## src/rtl/clock_group_reset_aggregator_if.sv

```systemverilog
// Request/cause/reset bundle between the aggregator and its clock-group sinks.
// The master drives the requests and the cause clear; the slave (aggregator) drives the resets.
interface clock_group_reset_aggregator_if #(
  parameter int N_IN  = 2,
  parameter int N_OUT = 2
);
  logic [N_IN-1:0]  auto_in_reset;
  logic             cause_clear;
  logic [N_OUT-1:0] auto_out_reset;
  logic             busy;
  logic [N_IN-1:0]  cause;

  modport master (
    output auto_in_reset, cause_clear,
    input  auto_out_reset, busy, cause
  );

  modport slave (
    input  auto_in_reset, cause_clear,
    output auto_out_reset, busy, cause
  );
endinterface

```

## src/rtl/clock_group_reset_aggregator.sv

```systemverilog
// Merges reset requests from a clock group into staggered, stretched per-sink resets,
// and keeps a sticky record of which requesters fired.
module clock_group_reset_aggregator #(
  parameter int N_IN    = 2,
  parameter int N_OUT   = 2,
  parameter int STRETCH = 16,
  parameter int GAP     = 4,
  parameter int CNT_W   = 8
) (
  input logic                           clock,
  input logic                           reset,
  clock_group_reset_aggregator_if.slave bus
);
  localparam logic [1:0] HOLD    = 2'd0;
  localparam logic [1:0] RELEASE = 2'd1;
  localparam logic [1:0] RUN     = 2'd2;

  localparam int IDX_W = (N_OUT > 1) ? $clog2(N_OUT) : 1;
  localparam logic [CNT_W-1:0] STRETCH_LOAD = CNT_W'(STRETCH - 1);
  localparam logic [CNT_W-1:0] GAP_LOAD     = CNT_W'(GAP - 1);
  localparam logic [IDX_W-1:0] LAST_IDX     = IDX_W'(N_OUT - 1);
  localparam logic [IDX_W-1:0] FIRST_IDX    = IDX_W'(1);

  logic [1:0]       state_reg, state_next;
  logic [CNT_W-1:0] cnt_reg, cnt_next;
  logic [IDX_W-1:0] idx_reg, idx_next;
  logic [N_OUT-1:0] out_reg, out_next;
  logic             busy_reg;
  logic [N_IN-1:0]  cause_reg, cause_next;
  logic [N_IN-1:0]  in_q_reg;
  logic [N_OUT-1:0] release_hit;
  logic             any_req;

  assign any_req = |in_q_reg;

  // One-hot mask of the sink whose turn it is to leave reset.
  for (genvar gi = 0; gi < N_OUT; gi++) begin : g_release
    assign release_hit[gi] = (idx_reg == IDX_W'(gi));
  end

  // Set wins over clear for any bit requested in the same cycle.
  for (genvar gi = 0; gi < N_IN; gi++) begin : g_cause
    assign cause_next[gi] = (cause_reg[gi] & ~bus.cause_clear) | in_q_reg[gi];
  end

  always_comb begin
    state_next = state_reg;
    cnt_next   = cnt_reg;
    idx_next   = idx_reg;
    out_next   = out_reg;
    case (state_reg)
      HOLD: begin
        out_next = '1;
        if (any_req) begin
          cnt_next = STRETCH_LOAD;
        end else if (cnt_reg != '0) begin
          cnt_next = cnt_reg - 1'b1;
        end else begin
          out_next[0] = 1'b0;
          cnt_next    = GAP_LOAD;
          idx_next    = FIRST_IDX;
          state_next  = (N_OUT == 1) ? RUN : RELEASE;
        end
      end
      RELEASE: begin
        if (any_req) begin
          // Abort: sinks already released go back into reset.
          out_next   = '1;
          cnt_next   = STRETCH_LOAD;
          state_next = HOLD;
        end else if (cnt_reg != '0) begin
          cnt_next = cnt_reg - 1'b1;
        end else begin
          out_next = out_reg & ~release_hit;
          cnt_next = GAP_LOAD;
          if (idx_reg == LAST_IDX) begin
            state_next = RUN;
          end else begin
            idx_next = idx_reg + 1'b1;
          end
        end
      end
      RUN: begin
        out_next = '0;
        if (any_req) begin
          out_next   = '1;
          cnt_next   = STRETCH_LOAD;
          state_next = HOLD;
        end
      end
      default: begin
        out_next   = '1;
        cnt_next   = STRETCH_LOAD;
        state_next = HOLD;
      end
    endcase
  end

  always_ff @(posedge clock) begin
    if (reset) begin
      state_reg <= HOLD;
      cnt_reg   <= STRETCH_LOAD;
      idx_reg   <= '0;
      out_reg   <= '1;
      busy_reg  <= 1'b1;
      cause_reg <= '0;
      in_q_reg  <= '0;
    end else begin
      state_reg <= state_next;
      cnt_reg   <= cnt_next;
      idx_reg   <= idx_next;
      out_reg   <= out_next;
      busy_reg  <= (state_next != RUN);
      cause_reg <= cause_next;
      in_q_reg  <= bus.auto_in_reset;
    end
  end

  assign bus.auto_out_reset = out_reg;
  assign bus.busy           = busy_reg;
  assign bus.cause          = cause_reg;
endmodule

```

## src/flat_wrapper.sv

```systemverilog
// flat-port wrapper written by rule: the top's interface ports become plain ports
module clock_group_reset_aggregator_flat 
#(
  parameter int N_IN    = 2,
  parameter int N_OUT   = 2,
  parameter int STRETCH = 16,
  parameter int GAP     = 4,
  parameter int CNT_W   = 8
)
  (clock, reset, bus_auto_in_reset, bus_cause_clear, bus_auto_out_reset, bus_busy, bus_cause);
  clock_group_reset_aggregator_if #(.N_IN(N_IN), .N_OUT(N_OUT)) bus_i ();
  input logic clock;
  input logic reset;
  input wire logic [$bits(bus_i.auto_in_reset)-1:0] bus_auto_in_reset;
  input wire logic [$bits(bus_i.cause_clear)-1:0] bus_cause_clear;
  output wire logic [$bits(bus_i.auto_out_reset)-1:0] bus_auto_out_reset;
  output wire logic [$bits(bus_i.busy)-1:0] bus_busy;
  output wire logic [$bits(bus_i.cause)-1:0] bus_cause;
  assign bus_i.auto_in_reset = bus_auto_in_reset;
  assign bus_i.cause_clear = bus_cause_clear;
  assign bus_auto_out_reset = bus_i.auto_out_reset;
  assign bus_busy = bus_i.busy;
  assign bus_cause = bus_i.cause;
  clock_group_reset_aggregator #(.N_IN(N_IN), .N_OUT(N_OUT), .STRETCH(STRETCH), .GAP(GAP), .CNT_W(CNT_W)) u_core (.clock(clock), .reset(reset), .bus(bus_i));
endmodule
```

## config.mk

```make
export PLATFORM = sky130hd
export DESIGN_NAME = clock_group_reset_aggregator_flat
export DESIGN_NICKNAME = d
export VERILOG_FILES = /design/src/rtl/clock_group_reset_aggregator_if.sv /design/src/rtl/clock_group_reset_aggregator.sv /design/src/flat_wrapper.sv
export SDC_FILE = /design/constraint.sdc
export NUM_CORES = 1
export LEC_CHECK = 0
export CAP_MARGIN = 40
export CORE_AREA = 2 2 54 46
export DETAILED_ROUTE_END_ITERATION = 7
export DIE_AREA = 0 0 56 48
export SETUP_SLACK_MARGIN = 0.3
export SYNTH_ARGS = -nofsm -noshare
export SYNTH_HDL_FRONTEND = slang
export SYNTH_SLANG_ARGS = --single-unit
```

## constraint.sdc

```tcl
create_clock -name clock -period 2.9 [get_ports clock]
set_input_delay 0.58 -clock clock [delete_from_list [all_inputs] [get_ports clock]]
set_output_delay 0.58 -clock clock [all_outputs]
set_load 0.005 [all_outputs]
```

==> flow_summary_export.csv <==
group,metric,value,unit
outcome,status,"finished clean",
die,core_area,0.00210,sq mm
timing,final.setup.tns,0,ps
drt,first_pass_iters,4,
clock_tree,hold_buffers,0,
critical_path,cp.required,3120,ps
placement,dp_slack,683,ps
drt,wire_per_inst,12.2,microns
power_and_ir_drop,pwr-share-seq,62.6,%
drt,routed_wl,1630,microns
timing,fmax,524,MHz
synth,ys_ff_latch,18,
critical_path,worstSetupPathType,"in -> reg",
power_and_ir_drop,vdd_ir_drop_max,315,uV
placement,place_hpwl,1220,microns
critical_path,cp.arrival,2130,ps
power_and_ir_drop,p_sw_share,22.5,%
synth,synth_top_family_by_area,"simple AND/OR/NAND/NOR gates",
timing,hold_violations,0,
layout,layout_commonest_cell,"dfxtp_1",
critical_path,path_max_fanout,10,
synth,yosys_warnings,0,
timing,worst_slew_pin_slew,570,ps
power_and_ir_drop,p_clk_share,29.8,%
layout,largest_reg_flops,8,
layout,layout_common_cells,"dfxtp_1, nor2_1, nand2_1, a21oi_1, clkdlybuf4s50_1",
clock_tree,cts_max_path_buffers,2,
timing,rsz0062_at_grt,"false",
timing,relSlewSlack,61.7,%
placement,portBuffers,9,
die,die_w,56,microns
timing,slew_violations,0,
layout,layout-area-overhead-vs-synth,16.0,%
synth,synthSimpleGateAreaFrac,30.2,%
synth,yosys.area_share.adder,1.51,%
critical_path,crit_chain,"clkdlybuf4s50_1, or4_4, a21oi_2, a21oi_1, a21oi_1",
synth,synthMuxAreaShare,1.36,%
critical_path,path_buf_inv,1,
drt,vias_per_cell,5.39,
global_routing,grt_pass1_vias,623,
die,row_count,15,
hold_path,min_path_type,"reg -> reg",
synth,ys_top_cells_by_area,"dfxtp_1, a21oi_1, nor2_1, nand2_1, nor2b_1",
drt,drt_iter0_markers,16,
synth,synth_xor_area_share,0,%
clock_tree,tritoncts,"done",
critical_path,path_delay_family,"buffers and inverters",
synth,synth_compound_area_share,18.9,%
clock_tree,ctsHtreeMaxLevel,1,
global_routing,grt_max_degree,15,
power_and_ir_drop,p_int,318,uW
placement,gp_congestion,0.742,
clock_tree,clock_sinks,18,
die,ios,10,
timing,setup_slack,992,ps
clock_tree,cts.clk_slew.worst_paths,100,ps
drt,ant_nets,0,
clock_tree,insertion_delay,290,ps
synth,syn-num-nets,105,
synth,yosysTopAreaCell,"dfxtp_1",
global_routing,grt_pass1_wl,2890,microns
critical_path,start_kind,"input pin",
synth,synth_top_area_share,43.5,%
layout,drive_gt1_share,9.17,%
global_routing,overflow,0,
critical_path,critical-path-max-stage-delay,560,ps
clock_tree,post_cts_buffers,0,
clock_tree,cts_buffers,3,
die,die_y,48,microns
timing,period_minus_slack,1910,ps
synth,synthCells,99,
power_and_ir_drop,power_density,427,mW/mm^2
layout,fin_nets,117,
timing,fin_skew,9.01,ps
drt,vias,722,
power_and_ir_drop,leakage,0.367,nW
timing,min_period_over_period,65.8,%
synth,syn-cell-area,828,sq um
synth,async_flop_share,0,%
critical_path,end_kind,"register",
clock_tree,cts.repair.resized,0,
synth,ys.flop_type,"dfxtp_1",
run,drv_cap,0,
synth,synthDistinctLibCells,31,
synth,postSynthAreaPerCell,8.37,sq um
synth,synth_edf_count,0,
global_routing,grt_antenna_before_repair,0,
clock_tree,cts-root-buf,"clkbuf_4",
power_and_ir_drop,combPwrFrac,7.5,%
critical_path,slowest_stage,"clkdlybuf4s50_1",
layout,n_antenna_cell,0,
timing,setup_viol,0,
drt,drc_errors,0,
global_routing,track_usage,14.4,%
die,dieArea,0.00269,sq mm
synth,yosysSeqAreaShare,43.5,%
power_and_ir_drop,p_sw,92.5,uW
die,initial_core_util,39.4,%
critical_path,crit_top_cell,"a21oi_1",
==> metal layers <==
| metal | GRT usage (%) | vias to the layer above | share of wire, % |
|---|---|---|---|
| li1 | - | 373 | - |
| met1 | 17.5 | 334 | 47 |
| met2 | 24.5 | 13 | 47 |
| met3 | 5.68 | 2 | 4.7 |
| met4 | 4.29 | 0 | 0.92 |
| met5 | 0 | - | 0 |
==> power groups by stage <==
stage | Clock (mW) | Combinational (mW) | Sequential (mW)
after floorplan | 0 | 0.0185 | 0.262
final | 0.122 | 0.0309 | 0.257
after detailed placement | 0 | 0.0311 | 0.263
after global routing | 0.143 | 0.0348 | 0.259
after CTS | 0.127 | 0.0312 | 0.257
after global placement | 0 | 0.0306 | 0.263
==> metrics by stage <==
stage / hold WS [ps] / cells / power (mW) / util, % / area, sq um
3_3_place_gp: 474 / 131 / 0.294 / 44.6 / 938
6_report: 502 / 134 / 0.411 / 45.7 / 961
5_1_grt: 531 / 134 / 0.437 / 45.7 / 961
2_1_floorplan: 457 / 99 / 0.280 / - / 828
3_5_place_dp: 494 / 131 / 0.294 / 44.6 / 938
4_1_cts: 511 / 134 / 0.415 / 45.7 / 961
==> final timing paths <==
check                      startpoint                end  slack, ps  cells past startpoint
hold / removal      u_core.cnt_reg[6]  u_core.cnt_reg[6]        500                      2
setup / recovery                reset  u_core.cnt_reg[5]        990                      5
setup reg to reg  u_core.state_reg[1]  u_core.cnt_reg[0]       1210                      4
hold reg to reg     u_core.cnt_reg[6]  u_core.cnt_reg[6]        500                      2
==> worst register-to-register path, stage by stage (launching register included) <==
cell	delay [ps]
dfxtp_1	620
or4b_4	550
nor2_1	100
a21oi_1	40
or2_2	270
==> cells by family (layout without fill, tap and decap cells) <==
logic type               Yosys count  in the layout
AO/OA/AOI/OAI                     25             25
adder cells (fa/ha/maj)            1              1
flip-flops                        18             18
multiplexers                       1              1
buffers and inverters              8             18
AND/OR/NAND/NOR                   46             46
==> cell usage after synthesis, types with 2 or more instances <==
| master | number |
|---|---|
| nor2b_1 | 5 |
| o21ai_0 | 5 |
| dfxtp_1 | 18 |
| nand2_1 | 10 |
| inv_1 | 5 |
| nor3_1 | 6 |
| o311ai_0 | 2 |
| nor2_1 | 13 |
| nand3_1 | 3 |
| clkbuf_1 | 2 |
| a21oi_1 | 10 |
==> layout make-up <==
| type | instances | area (sq um) |
|---|---|---|
| Fill cell | 229 | 1140 |
| Multi-Input combinational cell | 73 | 430 |
| Sequential cell | 18 | 360 |
| Timing Repair Buffer | 10 | 97.6 |
| Tap cell | 25 | 31.3 |
| Clock buffer | 3 | 22.5 |
| Inverter | 5 | 18.8 |
No activity file was read; power rests on OpenSTA's default activity.
